**src/rtl/alu_req_driver_pkg.sv**
```systemverilog
// Shared definitions for the ALU request driver, the ALU and their benches:
// opcode encodings, opcode legality and the driver FSM state encoding.
package alu_req_driver_pkg;

  localparam logic [2:0] OP_ADD = 3'b000;
  localparam logic [2:0] OP_SUB = 3'b001;
  localparam logic [2:0] OP_AND = 3'b010;
  localparam logic [2:0] OP_OR  = 3'b011;
  localparam logic [2:0] OP_NOT = 3'b100;

  typedef enum logic [1:0] {
    StIdle,
    StSettle,
    StResp
  } drv_state_e;

  // Legal opcodes occupy the encodings from OP_ADD up to and including OP_NOT.
  function automatic logic is_legal_op(input logic [2:0] op);
    return op <= OP_NOT;
  endfunction

endpackage

```
**src/rtl/alu_req_driver_if.sv**
```systemverilog
// Request, ALU-side, response and status signals of the ALU request driver.
// The master modport is the driver; the slave modport is its environment.
interface alu_req_driver_if #(
  parameter int unsigned CNT_W = 16
);
  logic             req_valid;
  logic             req_ready;
  logic [2:0]       req_op;
  logic [31:0]      req_a;
  logic [31:0]      req_b;

  logic [2:0]       alu_sel;
  logic [31:0]      alu_opa;
  logic [31:0]      alu_opb;
  logic [31:0]      alu_res;
  logic             alu_z;
  logic             alu_c;
  logic             alu_v;

  logic             rsp_valid;
  logic             rsp_ready;
  logic [31:0]      rsp_res;
  logic             rsp_z;
  logic             rsp_c;
  logic             rsp_v;
  logic             rsp_err;

  logic             clr_sticky;
  logic             sticky_z;
  logic             sticky_c;
  logic             sticky_v;
  logic [CNT_W-1:0] op_count;

  modport master (
    input  req_valid, req_op, req_a, req_b,
    output req_ready,
    output alu_sel, alu_opa, alu_opb,
    input  alu_res, alu_z, alu_c, alu_v,
    output rsp_valid, rsp_res, rsp_z, rsp_c, rsp_v, rsp_err,
    input  rsp_ready,
    input  clr_sticky,
    output sticky_z, sticky_c, sticky_v, op_count
  );

  modport slave (
    output req_valid, req_op, req_a, req_b,
    input  req_ready,
    input  alu_sel, alu_opa, alu_opb,
    output alu_res, alu_z, alu_c, alu_v,
    input  rsp_valid, rsp_res, rsp_z, rsp_c, rsp_v, rsp_err,
    output rsp_ready,
    output clr_sticky,
    input  sticky_z, sticky_c, sticky_v, op_count
  );
endinterface

```
**src/rtl/alu_req_driver.sv**
```systemverilog
// Sequential initiator for the combinational ALU: registers one request onto the ALU inputs,
// waits SETTLE_CYCLES, captures result/flags and returns them; keeps sticky flags and a counter.
module alu_req_driver
  import alu_req_driver_pkg::*;
#(
  parameter int unsigned SETTLE_CYCLES = 1,
  parameter int unsigned CNT_W         = 16
) (
  input logic              clk,
  input logic              rst,
  alu_req_driver_if.master bus
);

  localparam logic [3:0] SettleLoad = 4'(SETTLE_CYCLES - 1);

  drv_state_e       state_q, state_d;
  logic [3:0]       cnt_q, cnt_d;
  logic [2:0]       sel_q, sel_d;
  logic [31:0]      opa_q, opa_d;
  logic [31:0]      opb_q, opb_d;
  logic [31:0]      res_q, res_d;
  logic [2:0]       flags_q, flags_d;   // {z, c, v}
  logic             err_q, err_d;
  logic [2:0]       sticky_q, sticky_d; // {z, c, v}
  logic [CNT_W-1:0] count_q, count_d;

  always_comb begin
    state_d  = state_q;
    cnt_d    = cnt_q;
    sel_d    = sel_q;
    opa_d    = opa_q;
    opb_d    = opb_q;
    res_d    = res_q;
    flags_d  = flags_q;
    err_d    = err_q;
    sticky_d = sticky_q;
    count_d  = count_q;

    unique case (state_q)
      StIdle: begin
        if (bus.req_valid) begin
          if (is_legal_op(bus.req_op)) begin
            sel_d   = bus.req_op;
            opa_d   = bus.req_a;
            opb_d   = bus.req_b;
            cnt_d   = SettleLoad;
            state_d = StSettle;
          end else begin
            // Illegal ops never reach the ALU; its inputs keep the previous operation.
            res_d   = '0;
            flags_d = '0;
            err_d   = 1'b1;
            state_d = StResp;
          end
        end
      end
      StSettle: begin
        if (cnt_q == 4'd0) begin
          res_d   = bus.alu_res;
          flags_d = {bus.alu_z, bus.alu_c, bus.alu_v};
          err_d   = 1'b0;
          state_d = StResp;
        end else begin
          cnt_d = cnt_q - 4'd1;
        end
      end
      StResp: begin
        if (bus.rsp_ready) begin
          state_d = StIdle;
          if (!err_q) begin
            count_d  = count_q + CNT_W'(1);
            sticky_d = sticky_q | flags_q;
          end
        end
      end
      default: state_d = StIdle;
    endcase

    // Clear takes priority over a same-cycle sticky update.
    if (bus.clr_sticky) begin
      sticky_d = '0;
    end
  end

  always_ff @(posedge clk) begin
    if (rst) begin
      state_q  <= StIdle;
      cnt_q    <= '0;
      sel_q    <= '0;
      opa_q    <= '0;
      opb_q    <= '0;
      res_q    <= '0;
      flags_q  <= '0;
      err_q    <= 1'b0;
      sticky_q <= '0;
      count_q  <= '0;
    end else begin
      state_q  <= state_d;
      cnt_q    <= cnt_d;
      sel_q    <= sel_d;
      opa_q    <= opa_d;
      opb_q    <= opb_d;
      res_q    <= res_d;
      flags_q  <= flags_d;
      err_q    <= err_d;
      sticky_q <= sticky_d;
      count_q  <= count_d;
    end
  end

  assign bus.req_ready = (state_q == StIdle);
  assign bus.rsp_valid = (state_q == StResp);
  assign bus.alu_sel   = sel_q;
  assign bus.alu_opa   = opa_q;
  assign bus.alu_opb   = opb_q;
  assign bus.rsp_res   = res_q;
  assign bus.rsp_z     = flags_q[2];
  assign bus.rsp_c     = flags_q[1];
  assign bus.rsp_v     = flags_q[0];
  assign bus.rsp_err   = err_q;
  assign bus.sticky_z  = sticky_q[2];
  assign bus.sticky_c  = sticky_q[1];
  assign bus.sticky_v  = sticky_q[0];
  assign bus.op_count  = count_q;

endmodule

```
**src/flat_wrapper.sv**
```systemverilog
// flat-port wrapper written by rule: the top's interface ports become plain ports
module alu_req_driver_flat import alu_req_driver_pkg::*;
#(
  parameter int unsigned SETTLE_CYCLES = 1,
  parameter int unsigned CNT_W         = 16
)
  (clk, rst, bus_req_valid, bus_req_op, bus_req_a, bus_req_b, bus_req_ready, bus_alu_sel, bus_alu_opa, bus_alu_opb, bus_alu_res, bus_alu_z, bus_alu_c, bus_alu_v, bus_rsp_valid, bus_rsp_res, bus_rsp_z, bus_rsp_c, bus_rsp_v, bus_rsp_err, bus_rsp_ready, bus_clr_sticky, bus_sticky_z, bus_sticky_c, bus_sticky_v, bus_op_count);
  alu_req_driver_if #(.CNT_W(CNT_W)) bus_i ();
  input logic clk;
  input logic rst;
  input wire logic [$bits(bus_i.req_valid)-1:0] bus_req_valid;
  input wire logic [$bits(bus_i.req_op)-1:0] bus_req_op;
  input wire logic [$bits(bus_i.req_a)-1:0] bus_req_a;
  input wire logic [$bits(bus_i.req_b)-1:0] bus_req_b;
  output wire logic [$bits(bus_i.req_ready)-1:0] bus_req_ready;
  output wire logic [$bits(bus_i.alu_sel)-1:0] bus_alu_sel;
  output wire logic [$bits(bus_i.alu_opa)-1:0] bus_alu_opa;
  output wire logic [$bits(bus_i.alu_opb)-1:0] bus_alu_opb;
  input wire logic [$bits(bus_i.alu_res)-1:0] bus_alu_res;
  input wire logic [$bits(bus_i.alu_z)-1:0] bus_alu_z;
  input wire logic [$bits(bus_i.alu_c)-1:0] bus_alu_c;
  input wire logic [$bits(bus_i.alu_v)-1:0] bus_alu_v;
  output wire logic [$bits(bus_i.rsp_valid)-1:0] bus_rsp_valid;
  output wire logic [$bits(bus_i.rsp_res)-1:0] bus_rsp_res;
  output wire logic [$bits(bus_i.rsp_z)-1:0] bus_rsp_z;
  output wire logic [$bits(bus_i.rsp_c)-1:0] bus_rsp_c;
  output wire logic [$bits(bus_i.rsp_v)-1:0] bus_rsp_v;
  output wire logic [$bits(bus_i.rsp_err)-1:0] bus_rsp_err;
  input wire logic [$bits(bus_i.rsp_ready)-1:0] bus_rsp_ready;
  input wire logic [$bits(bus_i.clr_sticky)-1:0] bus_clr_sticky;
  output wire logic [$bits(bus_i.sticky_z)-1:0] bus_sticky_z;
  output wire logic [$bits(bus_i.sticky_c)-1:0] bus_sticky_c;
  output wire logic [$bits(bus_i.sticky_v)-1:0] bus_sticky_v;
  output wire logic [$bits(bus_i.op_count)-1:0] bus_op_count;
  assign bus_i.req_valid = bus_req_valid;
  assign bus_i.req_op = bus_req_op;
  assign bus_i.req_a = bus_req_a;
  assign bus_i.req_b = bus_req_b;
  assign bus_req_ready = bus_i.req_ready;
  assign bus_alu_sel = bus_i.alu_sel;
  assign bus_alu_opa = bus_i.alu_opa;
  assign bus_alu_opb = bus_i.alu_opb;
  assign bus_i.alu_res = bus_alu_res;
  assign bus_i.alu_z = bus_alu_z;
  assign bus_i.alu_c = bus_alu_c;
  assign bus_i.alu_v = bus_alu_v;
  assign bus_rsp_valid = bus_i.rsp_valid;
  assign bus_rsp_res = bus_i.rsp_res;
  assign bus_rsp_z = bus_i.rsp_z;
  assign bus_rsp_c = bus_i.rsp_c;
  assign bus_rsp_v = bus_i.rsp_v;
  assign bus_rsp_err = bus_i.rsp_err;
  assign bus_i.rsp_ready = bus_rsp_ready;
  assign bus_i.clr_sticky = bus_clr_sticky;
  assign bus_sticky_z = bus_i.sticky_z;
  assign bus_sticky_c = bus_i.sticky_c;
  assign bus_sticky_v = bus_i.sticky_v;
  assign bus_op_count = bus_i.op_count;
  alu_req_driver #(.SETTLE_CYCLES(SETTLE_CYCLES), .CNT_W(CNT_W)) u_core (.clk(clk), .rst(rst), .bus(bus_i));
endmodule
```
**config.mk**
```make
export PLATFORM = sky130hd
export DESIGN_NAME = alu_req_driver_flat
export DESIGN_NICKNAME = d
export VERILOG_FILES = /design/src/rtl/alu_req_driver_pkg.sv /design/src/rtl/alu_req_driver_if.sv /design/src/rtl/alu_req_driver.sv /design/src/flat_wrapper.sv
export SDC_FILE = /design/constraint.sdc
export NUM_CORES = 1
export LEC_CHECK = 0
export CAP_MARGIN = 20
export CORE_ASPECT_RATIO = 0.5
export CORE_MARGIN = 2
export CORE_UTILIZATION = 38
export CTS_BUF_LIST = sky130_fd_sc_hd__clkbuf_8
export DETAILED_ROUTE_END_ITERATION = 10
export PLACE_DENSITY_LB_ADDON = 0.2
export RECOVER_POWER = 100
export SYNTH_ARGS = -nofsm -noshare
export SYNTH_HDL_FRONTEND = slang
export SYNTH_SLANG_ARGS = --single-unit
```
**constraint.sdc**
```tcl
create_clock -name clk -period 1.6 [get_ports clk]
set_clock_uncertainty 0.15 [all_clocks]
set_input_delay 0.32 -clock clk [delete_from_list [all_inputs] [get_ports clk]]
set_output_delay 0.32 -clock clk [all_outputs]
set_load 0.005 [all_outputs]
```
==> results of run 1 <==
==> per-stage QoR <==
step                hold WS (ns)  instance area, um2  worst slack (ns)  TNS (ns)
CTS                       0.0892                8070            -0.121    -0.600
global route               0.102                8300            -0.171     -2.85
finish                     0.114                8300           -0.0986    -0.357
global placement           0.290                7530            -0.489    -41.11
detailed placement         0.296                7530            -0.524    -44.65
floorplan                  0.247                4690           -0.0109    -0.348
==> report_power, final <==
part / leakage [nW] / internal (mW) / switching, mW
Clock: 0.253 / 2.17 / 1.30
Sequential: 1.06 / 3.37 / 0.0856
Combinational: 2.31 / 0.733 / 0.610
==> worst max-delay path by stage <==
stage                                      start                       to  slack (ns)  cells past startpoint
after CTS                     u_core.bus.rsp_err  u_core.bus.op_count[14]       -0.12                      5
after floorplan                u_core.state_q[1]   u_core.bus.alu_opb[23]       -0.01                      7
after detailed placement           bus_rsp_ready  u_core.bus.op_count[14]       -0.52                      6
after global routing      u_core.bus.op_count[1]   u_core.bus.op_count[4]       -0.17                      6
after global placement             bus_rsp_ready  u_core.bus.op_count[12]       -0.49                      6
final                     u_core.bus.op_count[1]   u_core.bus.op_count[4]        -0.1                      6
==> worst register-to-register path, delay by kind of cell, from the launching register on <==
family	cells	cell delay, ns
fa+ha+maj	1	0.22
simple gates	2	0.48
compound gates	1	0.15
buf+inv	2	0.30
flops	1	0.34
==> placed cells by master (no fill, tap or decap), types with 3 or more instances in the layout <==
cell and instances:
buf_4 49, nor3_1 4, dlygate4sd2_1 113, nor2_1 15
clkbuf_2 6, nor3_2 4, clkdlybuf4s50_1 105, o21ai_0 4
bufinv_16 7, clkbuf_8 17, nand4_1 5, xnor2_1 8
dfxtp_1 97, dfxtp_2 29, a21oi_1 110, inv_1 7
or3_1 3, nand3_1 38, nand2_1 176, buf_6 13
nor4_4 3, buf_12 7
==> flip-flops by register name, indices dropped and copies added, names as in the netlist <==
name,flops
u_core.bus.rsp_res,32
u_core.sticky_q,3
u_core.bus.rsp_err,1
u_core.bus.alu_opa,32
u_core.cnt_q,4
u_core.bus.op_count,16
u_core.bus.alu_sel,3
u_core.bus.alu_opb,32
u_core.flags_q,3
u_core.state_q,2
==> cell usage after synthesis (all sizes together) <==
master | n | area share
inv | 5 | 0.0040
nand3 | 40 | 0.043
o31ai | 2 | 0.0032
a21boi | 1 | 0.0016
nand2b | 2 | 0.0027
nor3 | 10 | 0.011
or3 | 4 | 0.0053
o211a | 1 | 0.0021
nor2b | 2 | 0.0027
nand2 | 177 | 0.14
nand4bb | 1 | 0.0024
and2b | 1 | 0.0016
o21ai | 5 | 0.0053
a211oi | 2 | 0.0032
ha | 3 | 0.0080
nor4bb | 1 | 0.0021
xnor2 | 9 | 0.017
and3 | 2 | 0.0027
clkbuf | 30 | 0.024
a21oi | 112 | 0.12
and4 | 1 | 0.0019
nor4 | 4 | 0.0053
dfxtp | 128 | 0.55
xor2 | 2 | 0.0037
buf | 11 | 0.011
nor4b | 1 | 0.0019
mux2 | 1 | 0.0024
nor2 | 16 | 0.013
nand4 | 5 | 0.0067
a311oi | 2 | 0.0037
==> routing by layer <==
layer / up-vias / wire (um)
met5: - / 0
met4: 0 / 254
met3: 22 / 951
met2: 150 / 7460
met1: 2369 / 6310
li1: 2492 / -
==> cell families (layout without fill, tap and decap cells) <==
kind of cell | after synthesis | after routing | share of synthesized area
buffers and inverters | 46 | 335 | 0.0390
adders and majority gates | 3 | 3 | 0.00802
AOI/OAI and AO/OA | 125 | 125 | 0.139
DFF | 128 | 128 | 0.547
and+or+nand+nor | 267 | 267 | 0.244
xor gates and xnor gates | 11 | 11 | 0.0206
muxes | 1 | 1 | 0.00241
==> area by class of cell <==
type / count / share of cell area
Tap cell: 165 / 0.0249
Clock inverter: 15 / 0.0320
Clock buffer: 17 / 0.0282
Sequential cell: 128 / 0.314
Inverter: 5 / 0.00226
Timing Repair Buffer: 298 / 0.336
Multi-Input combinational cell: 407 / 0.263
==> repair_timing <==
item,4_1_cts,5_1_grt
gates cloned,0,1
hold buffers,0,0
gates resized for setup,184,54
setup endpoints to repair,172,100
pin swaps,2,12
buffers inserted,10,3
==> summary.txt, run 1 <==
Outcome
  • Outcome: finished with violations
  • Failing checks: negative setup slack

Min path
  • Worst Hold End: u_core.bus.op_count[5]
  • HP Start: rst
  • Hold Crit Class: input pin to flip-flop
  • Hold path cells: 2

Timing
  • Slew Viols, Final: 0
  • Fmax: about 590 MHz
  • Final Hold Fails: 0
  • RSZ-0062 raised after global routing: true
  • Period utilisation layout: 1.06
  • Worst-Margin Slew: 0.337 ns
  • Slew HR: 0.776
  • Final setup vio count: 7
  • Min Tclk post-route: approximately 1.7 ns
  • Final WS setup: -0.0986 ns

Floorplanning
  • Top Ports: between 200 and 250
  • Core area: ~0.012 mm2
  • Die area: 0.0133 mm2
  • FP Rows: 28
  • Die Y: 82.5 um
  • Initial Util: 0.393
  • Die Wd: 161 um

Global route
  • Initial antenna violation count: 0
  • Number of global-route vias before repair: 4627
  • First-pass GRT wire length: ~22 mm
  • Total GRT Usage: 0.210
  • Pin count of the biggest net entering global routing: 63
  • Busiest grt layer: met2
  • Met3 layer usage reported by global route: 0.0719
  • Total grt overflow: 0
  • GR Layer Usage met2: 0.368
  • Met1 usage: 0.247

Setup path
  • Max incr delay on CP: 0.34 ns
  • Most frequent CP cell: buf_4
  • Worst Setup End Kind: flip-flop
  • RR Startpoint: u_core.bus.op_count[1]
  • Startpoint Class: flip-flop
  • Crit-path cells: buf_4 > ha_2 > nand3_4 > buf_4 > or3_1 > a21oi_2
  • Setup CP Type: flip-flop to flip-flop
  • Reg2reg setup slack: -0.1 ns
  • Crit-path max FO: 4
  • R2R cell count: 6
  • Crit path max-delay family: simple AND/OR/NAND/NOR gates
  • Buffer and inverter count on the worst path: 2
  • RR Endpoint: u_core.bus.op_count[4]
  • WP data arrival: around 1.9 ns
  • Worst EP required: 1.81 ns
  • Critical path's slowest cell: dfxtp_2

Place
  • Dpl cells: 989
  • Routability cong.: 0.788
  • Hpwl dp: 9.92 mm
  • Port Buffers: 230

Routing
  • Initial DRC Count: 264
  • Total wire length: 15.0 mm
  • DR vias/cell: 4.86
  • Final ANT Viol Nets: 0
  • Number of remaining DRC errors: 0
  • Drt first pass iters: 4
  • DR WL/cell: 14.5 um
  • Routed vias: around 5000

Final layout
  • Layout cell share with drive strength beyond 1: 0.195
  • Relative area change from synthesis to final layout: 77.3%
  • Fin cells: 1035
  • Multi-input logic area: about 0.0022 mm2
  • Fill count: 977
  • Layout Utilization: 0.697
  • Nets: between 900 and 1000
  • Seq. cell area: 0.00261 mm2
  • N_diodes: 0

CTS
  • Root buf cell: clkbuf_8
  • Worst-path clk slew: ~0.080 ns
  • CTS H-tree lvls: 4
  • Clk_lat worst skew: 0.43 ns
  • CTS tree: built
  • Clock sinks: 128
  • Total CTS buffers: 17
  • Deepest clock path buffer count: 2

Pwr
  • Power Density: roughly 1000 mW/mm2
  • Overall Power: 8.27 mW
  • Leak pwr: 3.62 nW
  • Maximum vdd drop: 0.543 mV

Logic synthesis
  • Yosys warning total: 0
  • Post-Syn Nets: 691
  • Mapped Cells: 581
  • #FFs+latches synth: 128
  • Mapped Area: about 0.0047 mm2
  • Sequential area share after synthesis: 0.547
  • Synth cell types: 31
  • Post-Syn Area per Cell: 8.06 um2

Flow run
  • Max-cap violations: 0
Power figures use the tool's default switching activity.
==> run 2, diff against run 1 <==
--- a/config.mk
+++ b/config.mk
@@ -7,12 +7,12 @@
 export LEC_CHECK = 0
 export CAP_MARGIN = 20
 export CORE_ASPECT_RATIO = 0.5
-export CORE_MARGIN = 2
 export CORE_UTILIZATION = 38
 export CTS_BUF_LIST = sky130_fd_sc_hd__clkbuf_8
 export DETAILED_ROUTE_END_ITERATION = 10
 export PLACE_DENSITY_LB_ADDON = 0.2
 export RECOVER_POWER = 100
+export SKIP_CTS_REPAIR_TIMING = 1
 export SYNTH_ARGS = -nofsm -noshare
 export SYNTH_HDL_FRONTEND = slang
 export SYNTH_SLANG_ARGS = --single-unit
==> summary.txt, run 2 (synthesized netlist as in run 1, its figures left out) <==
Outcome
  • Outcome: finished with violations (unchanged)
  • Failing checks: negative setup slack (unchanged)

Final layout
  • Most frequent cells in the layout: 177 x nand2_1, 110 x a21oi_1, 107 x dfxtp_1 (was 176 x nand2_1, 113 x dlygate4sd2_1, 110 x a21oi_1)
  • N_diodes: 0 (unchanged)
  • Leading cell type in the layout, fill and taps excluded: nand2_1 (unchanged)
  • Nets: 957 (was 967)
  • Layout Utilization: 0.727 (was 0.697)
  • Relative area change from synthesis to final layout: 85.0% (was 77.3%)
  • Layout cell share with drive strength beyond 1: 0.170 (was 0.195)

Timing
  • Slew Viols, Final: 0 (unchanged)
  • Min Tclk post-route: 1.70 ns (about the same)
  • Final WS setup: -0.0964 ns (was -0.0986 ns)
  • Final Hold Fails: 0 (unchanged)
  • RSZ-0062 raised after global routing: true (unchanged)
  • Slew HR: 0.730 (was 0.776)
  • Fmax: 589 MHz (about the same)
  • Final setup vio count: 7 (unchanged)
  • Period utilisation layout: 1.06 (about the same)
  • Worst-Margin Slew: 0.405 ns (was 0.337 ns)

Place
  • Hpwl dp: 9.75 mm (was 9.92 mm)
  • Routability cong.: 0.768 (was 0.788)
  • Port Buffers: 230 (unchanged)

Pwr
  • Logic pwr share: 0.174 (was 0.162)
  • Maximum vdd drop: 0.529 mV (was 0.543 mV)
  • Switch share: 0.254 (was 0.242)
  • Leak pwr: 5.23 nW (was 3.62 nW)
  • Sw Pwr: 2.04 mW (was 2.00 mW)
  • Flop pwr share: 0.430 (was 0.417)
  • Overall Power: 8.02 mW (was 8.27 mW)
  • Internal: 5.99 mW (was 6.27 mW)
  • Power Density: 927 mW/mm2 (was 996 mW/mm2)
  • Clock share of power: 0.396 (was 0.420)

CTS
  • Root buf cell: clkbuf_8 (unchanged)
  • Worst-path clk slew: 0.08 ns (about the same)
  • Clock sinks: 128 (unchanged)
  • Deepest clock path buffer count: 2 (unchanged)
  • Total CTS buffers: 17 (unchanged)
  • CTS tree: built (unchanged)
  • CTS H-tree lvls: 4 (unchanged)
  • Clk_lat worst skew: 0.43 ns (about the same)

Setup path
  • RR Endpoint: u_core.bus.op_count[13] (was u_core.bus.op_count[4])
  • WP data arrival: 1.90 ns (was 1.91 ns)
  • Crit-path cells: nand4bb_4 > or3_4 > or3_1 > a21oi_1 (was buf_4 > ha_2 > nand3_4 > buf_4 > or3_1 > a21oi_2)
  • Max incr delay on CP: 0.37 ns (was 0.34 ns)
  • Critical path's slowest cell: or3_4 (was dfxtp_2)
  • RR Startpoint: u_core.state_q[0] (was u_core.bus.op_count[1])
  • Crit-path max FO: 4 (unchanged)
  • Worst Setup End Kind: flip-flop (unchanged)
  • Startpoint Class: flip-flop (unchanged)
  • Worst EP required: 1.81 ns (about the same)
  • Setup CP Type: flip-flop to flip-flop (unchanged)
  • Reg2reg setup slack: -0.1 ns (about the same)
  • R2R cell count: 4 (was 6)

Min path
  • Hold Crit Class: input pin to flip-flop (unchanged)
  • Worst Hold End: u_core.bus.op_count[15] (was u_core.bus.op_count[5])
  • Hold path cells: 2 (unchanged)
  • HP Start: rst (unchanged)

Routing
  • Initial DRC Count: 257 (was 264)
  • Routed vias: 5005 (was 5033)
  • DR WL/cell: 14.8 um (was 14.5 um)
  • Total wire length: 15.2 mm (was 15.0 mm)
  • Final ANT Viol Nets: 0 (unchanged)
  • DR vias/cell: 4.88 (was 4.86)
  • Number of remaining DRC errors: 0 (unchanged)
  • Drt first pass iters: 4 (unchanged)

Floorplanning
  • Die area: 0.0128 mm2 (was 0.0133 mm2)
  • Initial Util: 0.393 (unchanged)
  • Core area: 0.0119 mm2 (unchanged)
  • Die Y: 80.5 um (was 82.5 um)
  • Die Wd: 159 um (was 161 um)
  • FP Rows: 28 (unchanged)
  • Top Ports: 231 (unchanged)

Flow run
  • Max-cap violations: 0 (unchanged)

Global route
  • Number of global-route vias before repair: 4569 (was 4627)
  • Total GRT Usage: 0.216 (was 0.210)
  • Initial antenna violation count: 0 (unchanged)
  • First-pass GRT wire length: 22.0 mm (was 22.3 mm)
  • Total grt overflow: 0 (unchanged)
  • Pin count of the biggest net entering global routing: 50 (was 63)
## run 2: changes by cell type in the layout (fill, tap and decap cells not counted), sizes merged
cell	delta
dlygate4sd2	-113
dlymetal6s2s	+94
dlymetal6s4s	+28
buf	-14
inv	-4
bufinv	-3
clkdlybuf4s15	-2
clkinv	+2
clkinvlp	+2
## run 2: worst max path at each step
stage / startpoint / end / slack (ns) / depth (start not counted)
after floorplan: u_core.state_q[1] / u_core.bus.alu_opb[23] / -0.01 / 7
after global routing: u_core.state_q[0] / u_core.bus.op_count[13] / -0.20 / 4
after global placement: bus_rsp_ready / u_core.bus.op_count[14] / -0.49 / 6
final: u_core.state_q[0] / u_core.bus.op_count[13] / -0.1 / 4
after detailed placement: bus_rsp_ready / u_core.bus.op_count[14] / -0.55 / 6
after CTS: u_core.state_q[1] / bus_rsp_valid / -0.53 / 3
## run 2: layout make-up
cell class,count,area [um2]
Clock buffer,20,275
Sequential cell,128,2600
Multi-Input combinational cell,407,2180
Fill cell,932,3250
Tap cell,165,206
Timing Repair Buffer,288,3190
Inverter,5,18.8
Clock inverter,12,183
## run 2: power groups by stage
stage	Combinational (mW)	Sequential [mW]	Clock [mW]
after floorplan	0.448	3.54	0
after global placement	1.33	3.52	0
after detailed placement	1.34	3.53	0
after CTS	1.34	3.45	3.23
after global routing	1.51	3.47	3.38
final	1.40	3.45	3.18
## run 2: stage by stage
stage / setup TNS [ns] / cell area [um2] / instances / setup slack, ns / hold slack, ns
after floorplan: -0.348 / 4690 / 581 / -0.0109 / 0.247
after global placement: -38.84 / 7520 / 987 / -0.493 / 0.290
after detailed placement: -42.37 / 7520 / 987 / -0.551 / 0.295
after CTS: -25.01 / 7980 / 1019 / -0.528 / 0.127
after global routing: -0.950 / 8660 / 1025 / -0.195 / 0.149
final: -0.305 / 8660 / 1025 / -0.0964 / 0.151
## run 2: critical path: cells and delay by family (launching register included)
family / cells / cell delay [ns]
AO/OA/AOI/OAI: 1 / 0.15
flip-flops: 1 / 0.36
AND/OR/NAND/NOR: 3 / 0.97
## run 2: per-layer routing
| layer | wire [um] | global-route usage | vias up | share of wire |
|---|---|---|---|---|
| met5 | 0 | 0 | - | 0 |
| met4 | 205 | 0.0673 | 0 | 0.013 |
| met3 | 862 | 0.0728 | 24 | 0.057 |
| met2 | 7780 | 0.375 | 131 | 0.51 |
| met1 | 6360 | 0.254 | 2372 | 0.42 |
| li1 | - | - | 2478 | - |
